==> config.mk <==
export PLATFORM = sky130hd
export DESIGN_NAME = oram_block_bridge
export DESIGN_NICKNAME = d
export VERILOG_FILES = /design/src/rtl/oram_pkg.sv /design/src/rtl/oram_block_merge.sv /design/src/rtl/oram_block_bridge.sv
export SDC_FILE = /design/constraint.sdc
export NUM_CORES = 1
export LEC_CHECK = 0
export ABC_AREA = 1
export BUFFER_PORTS_ARGS = -buffer_cell sky130_fd_sc_hd__buf_4
export CELL_PAD_IN_SITES_DETAIL_PLACEMENT = 1
export CELL_PAD_IN_SITES_GLOBAL_PLACEMENT = 1
export CORE_ASPECT_RATIO = 1.75
export CORE_MARGIN = 5
export CORE_UTILIZATION = 33
export CTS_CLUSTER_DIAMETER = 30
export DETAILED_ROUTE_END_ITERATION = 8
export PLACE_DENSITY = 0.73
export SYNTH_ARGS = -nofsm -noshare
export SYNTH_HDL_FRONTEND = slang
export SYNTH_SLANG_ARGS = --single-unit
==> constraint.sdc <==
create_clock -name clock -period 1.6 [get_ports clock]
set_input_delay 0.08 -clock clock [delete_from_list [all_inputs] [get_ports clock]]
set_output_delay 0.08 -clock clock [all_outputs]
set_load 0.005 [all_outputs]
==> src/rtl/oram_pkg.sv <==
// Shared types and width helpers for the ORAM Avalon bridge.
package oram_pkg;

    typedef enum logic [2:0] {
        StIdle,
        StRdReq,
        StRdWait,
        StWrReq,
        StWrWait,
        StResp
    } oram_bridge_state_t;

    // Address bits consumed by an n-way split; zero when there is nothing to select.
    function automatic int unsigned split_bits(input int unsigned n);
        return (n > 1) ? $clog2(n) : 0;
    endfunction

    // A select field needs at least one bit even when it is unused.
    function automatic int unsigned field_width(input int unsigned bits);
        return (bits > 0) ? bits : 1;
    endfunction

    localparam int unsigned OramWordW  = 32;
    localparam int unsigned OramBlockW = 4 * OramWordW;

    typedef logic [OramWordW-1:0]  oram_word_t;
    typedef logic [OramBlockW-1:0] oram_block_t;

endpackage

==> src/rtl/oram_block_merge.sv <==
// Combinational byte-lane merge of one Avalon word into a multi-word ORAM block.
module oram_block_merge #(
    parameter int unsigned BYTE_WIDTH      = 8,
    parameter int unsigned BYTES_PER_WORD  = 4,
    parameter int unsigned WORDS_PER_BLOCK = 4,
    parameter int unsigned SEL_WIDTH       = 2
) (
    input  logic [BYTES_PER_WORD*WORDS_PER_BLOCK*BYTE_WIDTH-1:0] block_in,
    input  logic [BYTES_PER_WORD*BYTE_WIDTH-1:0]                 word,
    input  logic [BYTES_PER_WORD-1:0]                            byteenable,
    input  logic [SEL_WIDTH-1:0]                                 word_sel,
    output logic [BYTES_PER_WORD*WORDS_PER_BLOCK*BYTE_WIDTH-1:0] block_out
);

    always_comb begin
        block_out = block_in;
        for (int w = 0; w < WORDS_PER_BLOCK; w++) begin
            for (int b = 0; b < BYTES_PER_WORD; b++) begin
                if (word_sel == SEL_WIDTH'(w) && byteenable[b]) begin
                    block_out[(w*BYTES_PER_WORD+b)*BYTE_WIDTH +: BYTE_WIDTH] =
                        word[b*BYTE_WIDTH +: BYTE_WIDTH];
                end
            end
        end
    end

endmodule

==> src/rtl/oram_block_bridge.sv <==
// Avalon-MM slave front-end doing block-wide read-modify-write over the ORAM core handshake.
// Optional one-entry block cache when ORAM_BLOCK_CACHE_EN is defined.
module oram_block_bridge
    import oram_pkg::*;
#(
    parameter int unsigned BYTE_WIDTH      = 8,
    parameter int unsigned BYTES_PER_WORD  = 4,
    parameter int unsigned WORDS_PER_BLOCK = 4,
    parameter int unsigned BYTES_PER_BLOCK = BYTES_PER_WORD * WORDS_PER_BLOCK,
    parameter int unsigned ADDRESS_WIDTH   = 8,
    parameter int unsigned MEMORY_SIZE     = 1 << ADDRESS_WIDTH,
    parameter int unsigned TREE_DEPTH      = $clog2(MEMORY_SIZE / BYTES_PER_BLOCK)
) (
    input  logic                                 clock,
    input  logic                                 reset,
    input  logic [ADDRESS_WIDTH-1:0]             avs_a_address,
    input  logic [BYTES_PER_WORD-1:0]            avs_a_byteenable,
    input  logic                                 avs_a_read,
    input  logic                                 avs_a_write,
    input  logic [BYTES_PER_WORD*BYTE_WIDTH-1:0] avs_a_writedata,
    output logic [BYTES_PER_WORD*BYTE_WIDTH-1:0] avs_a_readdata,
    output logic                                 avs_a_waitrequest,
    output logic                                 avs_a_readdatavalid,
    output logic [TREE_DEPTH-1:0]                rw_block_number,
    output logic [BYTES_PER_BLOCK*BYTE_WIDTH-1:0] w_value,
    output logic                                 rw_indicator,
    output logic                                 input_ready,
    input  logic [BYTES_PER_BLOCK*BYTE_WIDTH-1:0] r_value,
    input  logic                                 output_ready
);

    localparam int unsigned WordW    = BYTES_PER_WORD * BYTE_WIDTH;
    localparam int unsigned BlockW   = BYTES_PER_BLOCK * BYTE_WIDTH;
    localparam int unsigned ByteBits = split_bits(BYTES_PER_WORD);
    localparam int unsigned SelBits  = split_bits(WORDS_PER_BLOCK);
    localparam int unsigned SelW     = field_width(SelBits);

    oram_bridge_state_t      state_q, state_d;
    logic [TREE_DEPTH-1:0]   blk_q;
    logic [SelW-1:0]         sel_q;
    logic [BYTES_PER_WORD-1:0] be_q;
    logic [WordW-1:0]        wdata_q, rdata_q;
    logic                    is_write_q, rw_ind_q;
    logic [BlockW-1:0]       block_q;

    logic [TREE_DEPTH-1:0]   in_blk;
    logic [SelW-1:0]         in_sel;
    logic                    read_hit, write_hit, direct_wr;
    logic [BlockW-1:0]       hit_data, merge_base, merged, rd_src;
    logic [WordW-1:0]        merge_word, rd_word;
    logic [BYTES_PER_WORD-1:0] merge_be;
    logic [SelW-1:0]         merge_sel;
    logic                    idle;

    assign in_blk = avs_a_address[ADDRESS_WIDTH-1 -: TREE_DEPTH];

    if (SelBits > 0) begin : g_sel
        assign in_sel = avs_a_address[ByteBits +: SelW];
    end else begin : g_nosel
        assign in_sel = '0;
    end

    if (ByteBits > 0) begin : g_lsb
        logic unused_lsb;
        assign unused_lsb = ^avs_a_address[ByteBits-1:0];
    end

`ifdef ORAM_BLOCK_CACHE_EN
    logic                  cache_valid_q;
    logic [TREE_DEPTH-1:0] cache_blk_q;
    logic [BlockW-1:0]     cache_data_q;

    assign read_hit  = cache_valid_q && (cache_blk_q == in_blk);
    assign write_hit = read_hit;
    assign hit_data  = write_hit ? cache_data_q : block_q;

    always_ff @(posedge clock or negedge reset) begin
        if (!reset) begin
            cache_valid_q <= 1'b0;
            cache_blk_q   <= '0;
            cache_data_q  <= '0;
        end else if (state_q == StRdWait && output_ready) begin
            cache_valid_q <= 1'b1;
            cache_blk_q   <= blk_q;
            cache_data_q  <= r_value;
        end else if (state_q == StWrReq) begin
            cache_valid_q <= 1'b1;
            cache_blk_q   <= blk_q;
            cache_data_q  <= block_q;
        end
    end
`else
    assign read_hit  = 1'b0;
    assign write_hit = 1'b0;
    assign hit_data  = block_q;
`endif

    assign idle      = (state_q == StIdle);
    // Full-word write to a single-word block needs no old data to merge with.
    assign direct_wr = ((WORDS_PER_BLOCK == 1) && (&avs_a_byteenable)) || write_hit;

    assign merge_base = (state_q == StRdWait) ? r_value : hit_data;
    assign merge_word = idle ? avs_a_writedata : wdata_q;
    assign merge_be   = idle ? avs_a_byteenable : be_q;
    assign merge_sel  = idle ? in_sel : sel_q;
    assign rd_src     = idle ? hit_data : r_value;

    oram_block_merge #(
        .BYTE_WIDTH      (BYTE_WIDTH),
        .BYTES_PER_WORD  (BYTES_PER_WORD),
        .WORDS_PER_BLOCK (WORDS_PER_BLOCK),
        .SEL_WIDTH       (SelW)
    ) u_merge (
        .block_in   (merge_base),
        .word       (merge_word),
        .byteenable (merge_be),
        .word_sel   (merge_sel),
        .block_out  (merged)
    );

    always_comb begin
        rd_word = '0;
        for (int w = 0; w < WORDS_PER_BLOCK; w++) begin
            if (merge_sel == SelW'(w)) rd_word = rd_src[w*WordW +: WordW];
        end
    end

    always_comb begin
        state_d = state_q;
        unique case (state_q)
            StIdle: begin
                if (avs_a_write)     state_d = direct_wr ? StWrReq : StRdReq;
                else if (avs_a_read) state_d = read_hit ? StResp : StRdReq;
            end
            StRdReq:  state_d = StRdWait;
            StRdWait: if (output_ready) state_d = is_write_q ? StWrReq : StResp;
            StWrReq:  state_d = StWrWait;
            StWrWait: if (output_ready) state_d = StIdle;
            StResp:   state_d = StIdle;
            default:  state_d = StIdle;
        endcase
    end

    always_ff @(posedge clock or negedge reset) begin
        if (!reset) begin
            state_q    <= StIdle;
            blk_q      <= '0;
            sel_q      <= '0;
            be_q       <= '0;
            wdata_q    <= '0;
            rdata_q    <= '0;
            is_write_q <= 1'b0;
            rw_ind_q   <= 1'b0;
            block_q    <= '0;
        end else begin
            state_q  <= state_d;
            rw_ind_q <= (state_d == StWrReq);
            if (idle && (avs_a_read || avs_a_write)) begin
                blk_q      <= in_blk;
                sel_q      <= in_sel;
                be_q       <= avs_a_byteenable;
                wdata_q    <= avs_a_writedata;
                is_write_q <= avs_a_write;
                if (avs_a_write && direct_wr) block_q <= merged;
                if (!avs_a_write && read_hit) rdata_q <= rd_word;
            end
            if (state_q == StRdWait && output_ready) begin
                if (is_write_q) block_q <= merged;
                else            rdata_q <= rd_word;
            end
        end
    end

    assign avs_a_waitrequest   = !idle;
    assign avs_a_readdatavalid = (state_q == StResp);
    assign avs_a_readdata      = rdata_q;
    assign input_ready         = (state_q == StRdReq) || (state_q == StWrReq);
    assign rw_indicator        = rw_ind_q;
    assign rw_block_number     = blk_q;
    assign w_value             = block_q;

endmodule

# Word level (Yosys, flattened, before mapping)
# Cells that the tools add are included.
[op_classes]
n_eq_ne = 9
muxes = 31
n_bitwise = 1
reduce_logical = 56
[ops]
columns = ["operator", "n"]
rows = [
  ["128-bit 2-to-1 mux", 2],
  ["32-bit 2-to-1 mux", 5],
  ["8-bit 2-to-1 mux", 16],
  ["3-bit AND reduction", 16],
  ["2-bit nonzero test", 16],
  ["1-bit logical AND", 18],
  ["3-bit 2-to-1 mux", 5],
  ["3-bit case mux with 5 select lines", 1],
  ["3-bit by 2-bit == test with 1-bit output (second input constant)", 3],
  ["3-bit == test (second input constant)", 2],
  ["2-bit == test (second input constant)", 2],
  ["4-bit 2-to-1 mux", 1],
  ["3-bit by 1-bit == test with 1-bit output (second input constant)", 1],
  ["3-bit zero test", 1],
  ["2-bit by 1-bit == test with 1-bit output (second input constant)", 1],
  ["2-bit zero test", 1],
  ["1-bit logical OR", 2],
  ["2-bit 2-to-1 mux", 1],
  ["2-bit AND reduction", 1],
  ["1-bit zero test", 1],
  ["1-bit NOT", 1],
]
[totals]
register_bits = 207
in_bits = 177
out_inout_bits = 168
wordCells = 121

# Logic depth before layout (Yosys ltp)
[logic_depth]
ltp_word = 7
ltp_mapped = 12

# Hierarchy
# Synthesis repeated with hierarchy kept, for this count alone.
[hier_totals]
hier_cells = 2318
hier_area_um2 = 14306.2
[by_module_without_submodules]
columns = ["mod", "instances", "cells_each", "area_per_inst_um2", "seq_area_each_um2"]
rows = [
  ["oram_block_bridge", 1, 1875, 12240.5, 5180.0],
  ["oram_block_merge", 1, 443, 2065.7, 0.0],
]

# Least setup slack after synthesis
# OpenSTA, ideal clock, no wires.
[synth_path]
path_kind = "reg-to-reg"
startpoint = "reg state_q[1]"
endpoint = "reg block_q[100], in the netlist w_value[100]"
setup_ns = 0.130
arrival_ns = 1.616
slack_ns = -0.146
path_stages_with_launch = 10
n_path_buf = 3
path_cell_list = "dfrtp_1 -> nor2_4 -> nand2_1 -> buf_4 -> buf_6 -> o21ai_2 -> buf_4 -> nand3_1 -> nand3_1 -> o21ai_0"
[synth_between]
elab_chain_cells = 6
elab_cells_between_ends = 11
[synth_lines]
columns = ["item", "line_no", "text"]
rows = [
  ["start, declared", "oram_block_bridge.sv:38", "oram_bridge_state_t state_q, state_d;"],
  ["start signal, assigned", "oram_block_bridge.sv:146", "state_q <= StIdle;"],
  ["start signal, assigned", "oram_block_bridge.sv:156", "state_q <= state_d;"],
  ["3-bit zero test", "oram_block_bridge.sv:98", "assign idle = (state_q == StIdle);"],
  ["2-bit 2-to-1 mux", "oram_block_bridge.sv:105", "assign merge_sel = idle ? in_sel : sel_q;"],
  ["2-bit == test", "oram_block_merge.sv:19", "if (word_sel == SEL_WIDTH'(w) && byteenable[b]) begin"],
  ["1-bit logical AND", "oram_block_merge.sv:19", ""],
  ["2-bit nonzero test (no line)", "n/a", ""],
  ["3-bit AND reduction (no line)", "n/a", ""],
  ["end signal, assigned", "oram_block_bridge.sv:164", "if (avs_a_write && direct_wr) block_q <= merged;"],
  ["end signal, assigned", "oram_block_bridge.sv:168", "if (is_write_q) block_q <= merged;"],
  ["end, declared", "oram_block_bridge.sv:44", "logic [BlockW-1:0] block_q;"],
]
# Parallel ways exist; a longest one is shown, timed or not.
# A chain may end at the register's enable or synchronous reset.

# Final worst setup path
[layout_path]
startpoint = "reg state_q[0]"
endpoint = "reg rdata_q[1], in the netlist avs_a_readdata[1]"
[layout_between]
elab_chain_cells = 7
elab_cells_between_ends = 14
[layout_lines]
columns = ["item", "line_no", "text"]
rows = [
  ["3-bit zero test", "oram_block_bridge.sv:98", ""],
  ["2-bit 2-to-1 mux", "oram_block_bridge.sv:105", ""],
  ["2-bit zero test", "oram_block_bridge.sv:124", "if (merge_sel == SelW'(w)) rd_word = rd_src[w*WordW +: WordW];"],
  ["32-bit 2-to-1 mux (4 in series)", "oram_block_bridge.sv:124", ""],
  ["end signal, assigned", "oram_block_bridge.sv:165", "if (!avs_a_write && read_hit) rdata_q <= rd_word;"],
  ["end signal, assigned", "oram_block_bridge.sv:169", "else rdata_q <= rd_word;"],
  ["end, declared", "oram_block_bridge.sv:42", "logic [WordW-1:0] wdata_q, rdata_q;"],
]
# Parallel ways exist; a longest one is shown, timed or not.

==> impl_metrics.env <==
export IMPL_status="complete, but fails checks"
export IMPL_failed_checks="setup timing"
export IMPL_final_nets=2810
export IMPL_fillerInstances=4540
export IMPL_io_pin_count=345
export IMPL_synth_compound_gate_area_share_pct=8.09
export IMPL_clk_pin_slew_ns=0.05
export IMPL_cts_path_max_buffers=3
export IMPL_cts_made_buffers=45
export IMPL_synthMuxAreaShare_pct=0
export IMPL_p_leak_nw=11.9
export IMPL_ir_drop_mv=1.10
export IMPL_cp_slowest_cell="dfrtp_1"
export IMPL_cp_common_cell="nand2_1"
export IMPL_final_max_slew_viol_count=0
export IMPL_syn_cell_area_um2=12700
export IMPL_cts_max_level=2
export IMPL_worstSetupStartpointType="flip-flop"
export IMPL_yosys_area_top_type="dfrtp_1"
export IMPL_synthToLayoutAreaGrowth_pct=83.0
export IMPL_vias_per_cell=5.48
export IMPL_ant_nets=0
export IMPL_synth_top_area_share_pct=40.9
export IMPL_hold_viol=0
export IMPL_drcViolationCount=0
export IMPL_whs_ns=0.0261
export IMPL_min_period_over_period_pct=131
export IMPL_synth_top_family_by_area="simple AND/OR/NAND/NOR gates"
export IMPL_syn_area_per_cell_um2=6.48
export IMPL_grt_pass1_wl_mm=111
export IMPL_synth_xor_area_share_pct=0
export IMPL_worstPathRequired_ns=2.05
export IMPL_initial_core_util_pct=33.2
export IMPL_max_freq_mhz=476
export IMPL_finish_utilization_pct=60.7
export IMPL_end_kind="flip-flop"
export IMPL_avgRoutedWirePerCell_um=25.2
export IMPL_fin_skew_ns=0.0270
export IMPL_ys_top_cells_by_area="dfrtp_1 41%, nand2_1 21%, nand3_1 15%"
export IMPL_reg2reg_depth=12
export IMPL_clk_latency_ns=0.56
export IMPL_grt_usage_pct=34.9
export IMPL_synth_seq_cells=207
export IMPL_crit_start="state_q[0]$_DFF_PN0_"
export IMPL_hold_class="input port to async pin"
export IMPL_setup_viol=208
export IMPL_worstMarginPinSlew_ns=0.531
export IMPL_grt_max_degree=68
export IMPL_drtPass1Iterations=7
export IMPL_syn_inst=1953
export IMPL_crit_cells=12
export IMPL_arrival_ns=2.55
export IMPL_slowest_delay_ns=0.41
export IMPL_r2r_slack_ns=-0.50
export IMPL_path_cells="nor2_4, buf_12, nand2_8, buf_8, buf_4, bufbuf_16, nand2_1, o21ai_0, nand2_1, nand4_1, nand2_1, nand2_1"
export IMPL_final_cell_mix="618 x nand2_1, 454 x buf_4, 265 x nand3_1"
export IMPL_dieWidth_um=158
export IMPL_dp_cells=2828
export IMPL_max_cap_viol_count=0
export IMPL_synth_distinct_cells=25
export IMPL_grt_pass1_vias=18700
export IMPL_core_area_um2=38200
export IMPL_critPathBufInv=4
export IMPL_root_buffer="clkbuf_16"
export IMPL_yosysWarnings=0
export IMPL_cts_tree="built"
export IMPL_fin_ws_ns=-0.499
export IMPL_powerDensity_nw_per_um2=2460
export IMPL_worstPathMaxFanout=12
export IMPL_final_cells=3156
export IMPL_antenna_found_initial=1
export IMPL_relSlewSlack_pct=64.4
export IMPL_cts_sink_count=207
export IMPL_yosysSeqAreaShare_pct=40.9
export IMPL_dr_first_iter_drc_count=1020
export IMPL_period_minus_slack_ns=2.10
export IMPL_timing_rr_start="state_q[0]$_DFF_PN0_"
export IMPL_design_die_area_um2=42500
export IMPL_grt_overflow=0
export IMPL_cpLargestDelayFamily="simple AND/OR/NAND/NOR gates"
export IMPL_r2r_end="avs_a_readdata[1]$_DFFE_PN0P_"
export IMPL_gp_congestion=0.998
export IMPL_yosys_area_share_adder_pct=0
export IMPL_synth_simple_area_share_pct=39.5
export IMPL_syn_nets=2130
export IMPL_crit_end="avs_a_readdata[1]$_DFFE_PN0P_"
export IMPL_critPathKind="flip-flop to flip-flop"
export IMPL_drive_gt1_share_pct=35.4
export IMPL_row_count=95
export IMPL_die_h_um=269
export IMPL_vias=17300
export IMPL_portBuffers=342
export IMPL_post_dp_hpwl_mm=52.2
export IMPL_layout_commonest_cell="nand2_1"
export IMPL_rsz0062_at_grt="true"
export IMPL_totalWireLength_mm=79.4
-- cell type report --
cell class              count  area [um2]  share of cell area (%)
inverters                 237         892                    3.85
well taps                 485         607                    2.62
multi-input cells        1387        7500                    32.4
clock inverters            25         332                    1.43
clock buffers              58        1320                    5.69
repair buffers            755        7330                    31.6
flip-flops and latches    207        5180                    22.4
diodes                      2        5.00                  0.0216
-- flip-flops by register name, indices dropped and copies added, names as in the netlist, 2 cells and up --
name and flops:
avs_a_readdata 32, be_q 4, rw_block_number 4, sel_q 2
state_q 3, w_value 128, wdata_q 32
-- per-layer routing --
metal	wire (um)	up-vias	part of all wire (%)	global-route usage, %
met5	0	-	0	0
met3	4030	411	5.1	4.04
met1	24500	8473	31	33.0
li1	-	7544	-	-
met4	9430	0	12	32.0
met2	41400	871	52	64.2
-- cell families (layout without fill, tap and decap cells) --
kind of cell	after synthesis	after routing
compound gates	196	197
buf+inv	361	1075
flops	207	207
other cells	0	2
simple gates	1189	1190
-- stage by stage --
step | setup TNS (ns) | area (um2) | power [mW] | setup WS [ns]
4_1_cts | -45.65 | 21900 | 51.9 | -0.347
6_report | -68.05 | 23200 | 56.9 | -0.499
3_5_place_dp | -58.35 | 17400 | 37.3 | -0.634
5_1_grt | -83.72 | 23200 | 59.1 | -0.556
2_1_floorplan | -5.89 | 13000 | 22.1 | -0.0658
3_3_place_gp | -45.26 | 17400 | 36.7 | -0.607
-- cells in the mapped netlist --
master,number
nor2_1,84
nor2_4,2
inv_2,4
buf_1,3
buf_4,4
nor3_1,1
dfrtp_1,207
buf_6,1
nand2_1,703
nor2_2,3
inv_1,232
nand4_1,9
o22ai_1,1
buf_2,61
o21ai_2,1
clkinv_1,1
o21ai_4,3
a21oi_1,28
clkbuf_1,55
nand3b_1,1
o21ai_0,151
nand2_2,4
a21oi_2,1
nand3_1,382
o21ai_1,11
-- what timing repair did --
item	in CTS	in global routing
gates cloned	7	5
pin swaps	24	64
endpoints found under the hold margin	390	0
resized for setup	169	244
hold buffers	173	0
setup endpoints to repair	209	208
setup buffers	34	24
-- power by group --
part	switching [mW]	internal, mW	total (mW)
Sequential	2.27	7.72	9.99
Combinational	20.9	15.8	36.7
Clock	3.28	6.92	10.2
-- how the worst min path moves through the flow --
stage	start	endpoint	slack, ns	cells after the start
finish	reset	rw_block_number[1]$_DFFE_PN0P_	0.03	2
global route	reset	w_value[11]$_DFFE_PN0P_	0.06	2
CTS	reset	wdata_q[18]$_DFFE_PN0P_	0.03	2
detailed placement	reset	wdata_q[18]$_DFFE_PN0P_	0.04	1
global placement	reset	rw_block_number[3]$_DFFE_PN0P_	0.03	1
floorplan	reset	avs_a_readdata[0]$_DFFE_PN0P_	-0.22	0
(Power assumes the default switching activity.)
